File: src/rtl/riscv_mc_controller.sv
`default_nettype none
// ============================================================================
//  Module      : riscv_mc_controller
//  Description : Control FSM for a multicycle RV32 subset datapath
//                (lw, sw, R-type, I-type ALU, beq, jal). Moore outputs
//                except PCWrite in BEQ, which follows the ALU zero flag.
//  Revision    : 1.0 - initial release
// ============================================================================
module riscv_mc_controller (
    input  logic       i_CLK,
    input  logic       i_Reset,
    input  logic [6:0] i_Op,
    input  logic [2:0] i_Funct3,
    input  logic       i_Funct7b5,
    input  logic       i_Zero,
    output logic       o_PCWrite,
    output logic       o_AdrSrc,
    output logic       o_MemWrite,
    output logic       o_IRWrite,
    output logic       o_RegWrite,
    output logic [1:0] o_ResultSrc,
    output logic [1:0] o_ALUSrcA,
    output logic [1:0] o_ALUSrcB,
    output logic [2:0] o_ALUControl,
    output logic [1:0] o_ImmSrc,
    output logic       o_Illegal,
    output logic       o_Retire
);

    localparam logic [6:0] c_OP_LW   = 7'b0000011;
    localparam logic [6:0] c_OP_SW   = 7'b0100011;
    localparam logic [6:0] c_OP_R    = 7'b0110011;
    localparam logic [6:0] c_OP_I    = 7'b0010011;
    localparam logic [6:0] c_OP_BEQ  = 7'b1100011;
    localparam logic [6:0] c_OP_JAL  = 7'b1101111;

    localparam logic [2:0] c_ALU_ADD = 3'b000;
    localparam logic [2:0] c_ALU_SUB = 3'b001;
    localparam logic [2:0] c_ALU_AND = 3'b010;
    localparam logic [2:0] c_ALU_OR  = 3'b011;
    localparam logic [2:0] c_ALU_SLT = 3'b101;

    typedef enum logic [3:0] {
        S_FETCH    = 4'd0,
        S_DECODE   = 4'd1,
        S_MEMADR   = 4'd2,
        S_MEMREAD  = 4'd3,
        S_MEMWB    = 4'd4,
        S_MEMWRITE = 4'd5,
        S_EXECR    = 4'd6,
        S_EXECI    = 4'd7,
        S_ALUWB    = 4'd8,
        S_BEQ      = 4'd9,
        S_JAL      = 4'd10
    } state_t;

    state_t     r_state;
    state_t     w_next;
    logic [2:0] w_alu_decoded;

    // State register; reset returns to FETCH without waiting for a clock
    always_ff @(posedge i_CLK or negedge i_Reset) begin
        if (!i_Reset) r_state <= S_FETCH;
        else          r_state <= w_next;
    end

    // ALU operation for register/immediate arithmetic; only R-type can subtract
    always_comb begin
        w_alu_decoded = c_ALU_ADD;
        case (i_Funct3)
            3'b000:  w_alu_decoded = (i_Op[5] && i_Funct7b5) ? c_ALU_SUB : c_ALU_ADD;
            3'b010:  w_alu_decoded = c_ALU_SLT;
            3'b110:  w_alu_decoded = c_ALU_OR;
            3'b111:  w_alu_decoded = c_ALU_AND;
            default: w_alu_decoded = c_ALU_ADD;
        endcase
    end

    // Immediate format depends only on the opcode, in every state
    always_comb begin
        case (i_Op)
            c_OP_SW:  o_ImmSrc = 2'b01;
            c_OP_BEQ: o_ImmSrc = 2'b10;
            c_OP_JAL: o_ImmSrc = 2'b11;
            default:  o_ImmSrc = 2'b00;
        endcase
    end

    // Next state and per-state outputs; enables are masked while in reset
    always_comb begin
        w_next       = S_FETCH;
        o_PCWrite    = 1'b0;
        o_AdrSrc     = 1'b0;
        o_MemWrite   = 1'b0;
        o_IRWrite    = 1'b0;
        o_RegWrite   = 1'b0;
        o_ResultSrc  = 2'b00;
        o_ALUSrcA    = 2'b00;
        o_ALUSrcB    = 2'b00;
        o_ALUControl = c_ALU_ADD;
        o_Illegal    = 1'b0;
        o_Retire     = 1'b0;
        case (r_state)
            S_FETCH: begin
                w_next      = S_DECODE;
                o_IRWrite   = 1'b1;
                o_ALUSrcB   = 2'b10;
                o_ResultSrc = 2'b10;
                o_PCWrite   = 1'b1;
            end
            S_DECODE: begin
                o_ALUSrcA = 2'b01;
                o_ALUSrcB = 2'b01;
                case (i_Op)
                    c_OP_LW, c_OP_SW: w_next = S_MEMADR;
                    c_OP_R:           w_next = S_EXECR;
                    c_OP_I:           w_next = S_EXECI;
                    c_OP_BEQ:         w_next = S_BEQ;
                    c_OP_JAL:         w_next = S_JAL;
                    default: begin
                        w_next    = S_FETCH;
                        o_Illegal = 1'b1;
                    end
                endcase
            end
            S_MEMADR: begin
                w_next    = (i_Op == c_OP_SW) ? S_MEMWRITE : S_MEMREAD;
                o_ALUSrcA = 2'b10;
                o_ALUSrcB = 2'b01;
            end
            S_MEMREAD: begin
                w_next   = S_MEMWB;
                o_AdrSrc = 1'b1;
            end
            S_MEMWB: begin
                o_ResultSrc = 2'b01;
                o_RegWrite  = 1'b1;
                o_Retire    = 1'b1;
            end
            S_MEMWRITE: begin
                o_AdrSrc   = 1'b1;
                o_MemWrite = 1'b1;
                o_Retire   = 1'b1;
            end
            S_EXECR: begin
                w_next       = S_ALUWB;
                o_ALUSrcA    = 2'b10;
                o_ALUControl = w_alu_decoded;
            end
            S_EXECI: begin
                w_next       = S_ALUWB;
                o_ALUSrcA    = 2'b10;
                o_ALUSrcB    = 2'b01;
                o_ALUControl = w_alu_decoded;
            end
            S_ALUWB: begin
                o_RegWrite = 1'b1;
                o_Retire   = 1'b1;
            end
            S_BEQ: begin
                o_ALUSrcA    = 2'b10;
                o_ALUControl = c_ALU_SUB;
                o_PCWrite    = i_Zero;
                o_Retire     = 1'b1;
            end
            S_JAL: begin
                w_next    = S_ALUWB;
                o_ALUSrcA = 2'b01;
                o_ALUSrcB = 2'b10;
                o_PCWrite = 1'b1;
            end
            default: w_next = S_FETCH;
        endcase
        if (!i_Reset) begin
            o_PCWrite  = 1'b0;
            o_IRWrite  = 1'b0;
            o_MemWrite = 1'b0;
            o_RegWrite = 1'b0;
            o_Illegal  = 1'b0;
            o_Retire   = 1'b0;
        end
    end

endmodule
`default_nettype wire

File: config.mk
export PLATFORM = sky130hd
export DESIGN_NAME = riscv_mc_controller
export DESIGN_NICKNAME = d
export VERILOG_FILES = /design/src/rtl/riscv_mc_controller.sv
export SDC_FILE = /design/constraint.sdc
export NUM_CORES = 1
export LEC_CHECK = 0
export BUFFER_PORTS_ARGS = -buffer_cell sky130_fd_sc_hd__buf_2
export CAP_MARGIN = 20
export CORE_AREA = 4 4 41 43
export DETAILED_ROUTE_END_ITERATION = 8
export DIE_AREA = 0 0 45 47
export PLACE_DENSITY = 0.82
export SLEW_MARGIN = 20
export SYNTH_ARGS = -nofsm -noshare
export SYNTH_HDL_FRONTEND = slang
export SYNTH_SLANG_ARGS = --single-unit
File: constraint.sdc
create_clock -name i_CLK -period 2.4 [get_ports i_CLK]
set_clock_uncertainty 0.1 [all_clocks]
set_input_delay 0.48 -clock i_CLK [delete_from_list [all_inputs] [get_ports i_CLK]]
set_output_delay 0.48 -clock i_CLK [all_outputs]
set_load 0.03 [all_outputs]
==> results_dict.tcl, run 1 <==
set metrics [dict create \
    status "finished, final reports clean" \
    ant_nets 0 \
    met2_wirelength_microns 748 \
    remaining_drc_errors 0 \
    tritoncts.num_buffers 3 \
    hold_path.class "in -> reg" \
    r2r-end "r_state[1]" \
    finalInstanceArea_sq_um 781 \
    start_kind "input port" \
    synthesis.nets 92 \
    max-vdd-ir-drop_mv 0.418 \
    nets 124 \
    cp_max_fo 10 \
    die_height_microns 47 \
    synth.lib_cells_used.distinct 40 \
    synth-edff-count 0 \
    finalWorstPathRequiredPeriod_ns 2.29 \
    number_of_violations_reported_at_the_end_of_detailed_routing_iteration_0 11 \
    cpPeakStageDelay_ns 0.53 \
    max_flop_register "r_state" \
    drt_wl_total_microns 1520 \
    path_cells "dlygate4sd3_1 > buf_4 > nor3b_4 > nor2b_1 > clkbuf_4" \
    grt_pass1_vias 587 \
    final_layout_size_suffix_gt1_share_pct 38.9 \
    asyncSetResetFlopFracSynth_pct 100 \
    i_o_pins 32 \
    drt-met1-wl_microns 635 \
    post-place-cells 119 \
    final-hold-violation-count 0 \
    worst-endpoint-required_ns 1.82 \
    tritoncts "yes" \
    dieWidth_microns 45 \
    area_growth_pct 31.6 \
    route.met3.wl_microns 118 \
    cts_sink_cnt 4 \
    worstHoldPathCells 3 \
    largest_reg_flops 4 \
    static_leakage_nw 0.378 \
    total_die_area_sq_mm 0.00212 \
    regArea_sq_um 100 \
    powerDensity_mw_per_mm2 789 \
    grt_pass1_wl_microns 2370 \
    floorplan.core_area_sq_mm 0.00130 \
    critical_path.slowest_cell "sky130_fd_sc_hd__dlygate4sd3_1" \
    area_used_by_multi_input_combinational_logic_sq_um 439 \
    setup.reg_to_reg.worst_slack_ns 0.87 \
    largestRegisters "r_state x4" \
    grt_util_all_layers_pct 15.5 \
    insertion_delay_ns 0.23 \
    insertedDiodeCount 0 \
    critical_path.top_delay_family "buffers and inverters" \
    num-fill-cells 129 \
    globalRoute.totalOverflow 0 \
    clock.fmax_mhz 436 \
    most_common_cell_after_layout_fill_and_taps_aside "sky130_fd_sc_hd__buf_2" \
    cts.path.max_buffers 2 \
    placementRows 13 \
    unrepaired_setup_endpoints_after_global_routing "false" \
    cp_num_buf_inv 3 \
    dpl-instance-area_sq_um 737 \
    yosysWarnings 0 \
    maxUsedRoutingLayer "met4" \
    drt-vias-per-instance 5.46 \
    hold_start "i_Op[4]" \
    start_util_pct 45.6 \
    timing.slew.headroom_pct 64.0 \
    maxCapViolations 0 \
    reg2reg_depth 3 \
    cts-htree-levels 1 \
    pre_repair_dr_iteration_count 4 \
    setup-violations-final 0 \
    avgSynthCellArea_sq_um 7.60 \
    fin_tns_setup_ns 0 \
    clk_root_buffer_cell "sky130_fd_sc_hd__clkbuf_4" \
    final_cell_mix "29 x sky130_fd_sc_hd__buf_2, 7 x sky130_fd_sc_hd__nand2_1, 6 x sky130_fd_sc_hd__nor2_1" \
    antenna_found_initial 0 \
    crit_path_kind "in -> out" \
    cp.arrival_ns 1.71 \
    yosys_most_used_dff "sky130_fd_sc_hd__dfrtp_1" \
    synth.cell_area_sq_um 593 \
    min_to "r_state[2]" \
    min_period_over_period_pct 95.6 \
    numPortBuffers 31 \
    yosys_register_bits 4 \
    layout.core_utilization_pct 60.0 \
    timing.critical_path.to_type "output port" \
    synth_cells 78 \
    dr_total_vias 672 \
    report.final.slew_viol_count 0 \
    post_dr_wirelength_cell_microns 12.3 \
    post-dp-hpwl_microns 1190 \
    finish.cell_count_without_fillers 123 \
    worst_slew_pin_slew_ns 0.540 \
    grt_max_degree 17 \
    synth.yosys.seq_area_share_pct 16.9 \
    rr_startpoint "r_state[1]" \
    clkTransAtPathRegs_ns 0.04 \
    finalWeightedCongestion 0.816 \
]
[where the power goes]
| group | total [W] | internal, W | switching (W) |
|---|---|---|---|
| clock network | 0.0000814 | 0.0000558 | 0.0000256 |
| registers | 0.000111 | 0.0000795 | 0.0000318 |
| logic | 0.000424 | 0.000166 | 0.000258 |
[repair_timing]
action                                 4_1_cts  5_1_grt
resized for setup                            0        4
hold buffers                                 1        0
buffers inserted                             0        0
setup endpoints to repair                    0        1
endpoints found under the hold margin        4        0
[worst register-to-register path, delay by kind of cell, from the launching register on]
family          cells  cell delay, ns
compound gates      1            0.13
simple gates        1            0.44
buf+inv             1            0.24
flops               1            0.54
[cells in the mapped netlist, types with 2 or more instances]
master | count | area share, %
sky130_fd_sc_hd__nand2_1 | 7 | 4.4
sky130_fd_sc_hd__nor2_1 | 6 | 3.8
sky130_fd_sc_hd__dfrtp_1 | 4 | 17
sky130_fd_sc_hd__nand3_1 | 4 | 3.4
sky130_fd_sc_hd__nor2b_1 | 4 | 4.2
sky130_fd_sc_hd__nor3b_1 | 4 | 5.1
sky130_fd_sc_hd__buf_2 | 3 | 2.5
sky130_fd_sc_hd__buf_6 | 3 | 5.7
sky130_fd_sc_hd__nor3_1 | 3 | 2.5
sky130_fd_sc_hd__a21oi_1 | 2 | 1.7
sky130_fd_sc_hd__and2_1 | 2 | 2.1
sky130_fd_sc_hd__buf_4 | 2 | 2.5
sky130_fd_sc_hd__inv_1 | 2 | 1.3
sky130_fd_sc_hd__nand3b_1 | 2 | 2.5
sky130_fd_sc_hd__nand4_1 | 2 | 2.1
sky130_fd_sc_hd__o22ai_1 | 2 | 2.1
sky130_fd_sc_hd__o32ai_1 | 2 | 3.0
sky130_fd_sc_hd__xnor2_1 | 2 | 3.0
[area by class of cell]
type / instances / share of cell area [%]
clock buffers: 3 / 2.88
flip-flops and latches: 4 / 12.8
well taps: 15 / 2.40
inverters: 2 / 0.962
repair buffers: 35 / 24.7
multi-input cells: 64 / 56.2
[through the flow]
stage          hold slack [ns]  power, W  setup WS (ns)
6_report                 0.485  0.000616          0.105
5_1_grt                  0.487  0.000663         0.0110
4_1_cts                  0.471  0.000620         0.0389
2_1_floorplan           0.0844  0.000445          0.191
3_3_place_gp             0.224  0.000524          0.421
3_5_place_dp             0.226  0.000535          0.390
[kinds of logic after synthesis]
logic type / after synthesis / synth area share [%]
flip-flops: 4 / 16.9
XOR/XNOR: 3 / 4.43
AO/OA/AOI/OAI: 17 / 21.3
AND/OR/NAND/NOR: 44 / 45.4
buffers and inverters: 10 / 12.0
[layer usage]
layer / vias up / global-route usage [%]
met5: - / 0
met4: 0 / 8.77
met3: 2 / 2.68
met2: 25 / 27.1
met1: 297 / 17.7
li1: 348 / -
[how the worst max path moves through the flow]
stage               cells past startpoint              end        from  slack (ns)
floorplan                               4       o_RegWrite  r_state[3]        0.19
global placement                        4  o_ALUControl[0]  r_state[3]        0.42
detailed placement                      4  o_ALUControl[0]  r_state[3]        0.39
CTS                                     5       o_RegWrite     i_Reset        0.04
global route                            4        o_Illegal  r_state[3]        0.01
finish                                  5       o_RegWrite     i_Reset        0.11
Power figures use the tool's default switching activity.
==> run 2: changes to the inputs <==
- REMOVE_ABC_BUFFERS: not set -> 1
==> run 2 against run 1 <==
  * Hold slack got worse by 0.011 ns
  * Count of clock-buffer cells in the layout did not move
  * Highest routed layer unchanged
  * Setup slack improved by 0.011 ns
  * Non-clock buffer count fell by 1
  * Critical path type is now reg -> out
  * Clock power rose by 0.7%
  * Sequential power barely moved
  * Critical path depth fell by 1
  * Global-route usage rose by 0.25 points
==> results_dict.tcl, run 2 (synthesis results as in run 1) <==
set metrics [dict create \
    start_util_pct 45.6 \
    totalPowerFinal_w 0.000600 \
    tritoncts.num_buffers 3 \
    dr_total_vias 668 \
    min_period_over_period_pct 95.2 \
    post_cts_setup_buffers 0 \
    final_layout_size_suffix_gt1_share_pct 37.4 \
    grt_max_degree 18 \
    regArea_sq_um 100 \
    layout_setup_ws_ns 0.116 \
    number_of_violations_reported_at_the_end_of_detailed_routing_iteration_0 14 \
    clkTransAtPathRegs_ns 0.04 \
    largestRegisters "r_state x4" \
    worst-endpoint-required_ns 1.82 \
    die_height_microns 47 \
    cts-htree-levels 1 \
    grt_pass1_vias 631 \
    max-vdd-ir-drop_mv 0.320 \
    post_dr_wirelength_cell_microns 12.1 \
    start_kind "flop" \
    crit_path_kind "reg -> out" \
    worstHoldPathCells 1 \
    ant_nets 0 \
    i_o_pins 32 \
    tritoncts "yes" \
    area_growth_pct 27.0 \
    finalWeightedCongestion 0.830 \
    hold_path.class "reg -> reg" \
    nets 123 \
    unrepaired_setup_endpoints_after_global_routing "false" \
    status "finished, final reports clean" \
    cp.arrival_ns 1.70 \
    insertion_delay_ns 0.23 \
    antenna_found_initial 0 \
    placementRows 13 \
    drt_wl_total_microns 1480 \
    clock.fmax_mhz 438 \
    max_flop_register "r_state" \
    cts.path.max_buffers 2 \
    grt_pass1_wl_microns 2460 \
    floorplan.core_area_sq_mm 0.00130 \
    drt-vias-per-instance 5.48 \
    final_cell_mix "31 x sky130_fd_sc_hd__buf_2, 7 x sky130_fd_sc_hd__nand2_1, 6 x sky130_fd_sc_hd__nor2_1" \
    finalWorstPathRequiredPeriod_ns 2.28 \
    timing.slew.headroom_pct 62.2 \
    reg2reg_depth 3 \
    remaining_drc_errors 0 \
    post-dp-hpwl_microns 1130 \
    pre_repair_dr_iteration_count 4 \
    maxCapViolations 0 \
    most_common_cell_after_layout_fill_and_taps_aside "sky130_fd_sc_hd__buf_2" \
    powerDensity_mw_per_mm2 796 \
    fin_hold_ws_ns 0.474 \
    post-place-ws_ns 0.349 \
    clk_root_buffer_cell "sky130_fd_sc_hd__clkbuf_4" \
    final-hold-violation-count 0 \
    cp_max_fo 17 \
    worst_slew_pin_slew_ns 0.567 \
    cts_sink_cnt 4 \
    largest_reg_flops 4 \
    num-fill-cells 119 \
    setup-violations-final 0 \
    dieWidth_microns 45 \
    total_die_area_sq_mm 0.00212 \
    grt_util_all_layers_pct 15.7 \
    insertedDiodeCount 0 \
    numPortBuffers 31 \
    static_leakage_nw 0.369 \
    globalRoute.totalOverflow 0 \
    timing.critical_path.to_type "output port" \
    area_used_by_multi_input_combinational_logic_sq_um 424 \
    report.final.slew_viol_count 0 \
]
-- run 2: cell types whose count changed in the layout (fill, tap and decap cells not counted), sizes merged --
cell	change
clkbuf	-1
-- run 2: cell type report --
class / instances / area share, %
Multi-Input combinational cell: 64 / 56.3
Timing Repair Buffer: 34 / 23.9
Sequential cell: 4 / 13.3
Clock buffer: 3 / 2.99
Tap cell: 15 / 2.49
Inverter: 2 / 0.997
-- run 2: path summary, 6_finish.rpt --
path,end,slack (ns),start
setup / recovery,o_Illegal,0.12,r_state[1]
min in group asynchronous,r_state[0],0.61,i_Reset
max in group asynchronous,r_state[1],1.43,i_Reset
hold reg to reg,r_state[2],0.47,r_state[2]
setup reg to reg,r_state[1],0.89,r_state[0]
hold / removal,r_state[2],0.47,r_state[2]
-- run 2: power breakdown --
| part | internal, W | total (W) | switching (W) |
|---|---|---|---|
| Combinational | 0.000157 | 0.000404 | 0.000247 |
| Sequential | 0.0000794 | 0.000113 | 0.0000340 |
| Clock | 0.0000558 | 0.0000820 | 0.0000262 |
| Total | 0.000293 | 0.000600 | 0.000307 |
-- run 2: stage by stage --
stage               instance area (sq um)  util, %  setup TNS, ns  std cells
floorplan                             529        -         -0.442         70
global placement                      718     55.2              0        118
detailed placement                    718     55.2              0        118
CTS                                   751     57.7              0        122
global route                          753     57.9              0        122
finish                                753     57.9              0        122
-- run 2: repair_timing --
action | 4_1_cts | 5_1_grt
hold buffers | 1 | 0
setup endpoints to repair | 0 | 1
gates resized for setup | 0 | 1
hold endpoints to repair | 4 | 0
-- run 2: worst max-delay path, stage by stage (launching register included) --
cell and delay [ns]:
sky130_fd_sc_hd__dfrtp_1 0.57, sky130_fd_sc_hd__nor4b_4 0.45, sky130_fd_sc_hd__nand3_1 0.12, sky130_fd_sc_hd__o21ai_1 0.12, sky130_fd_sc_hd__buf_2 0.20
-- run 2: routing by layer --
metal	vias up	part of all wire [%]	GRT usage [%]
met1	305	43	17.1
met3	2	4.7	1.53
met4	0	0.81	11.7
li1	344	-	-
met2	17	51	28.2
met5	-	0	0
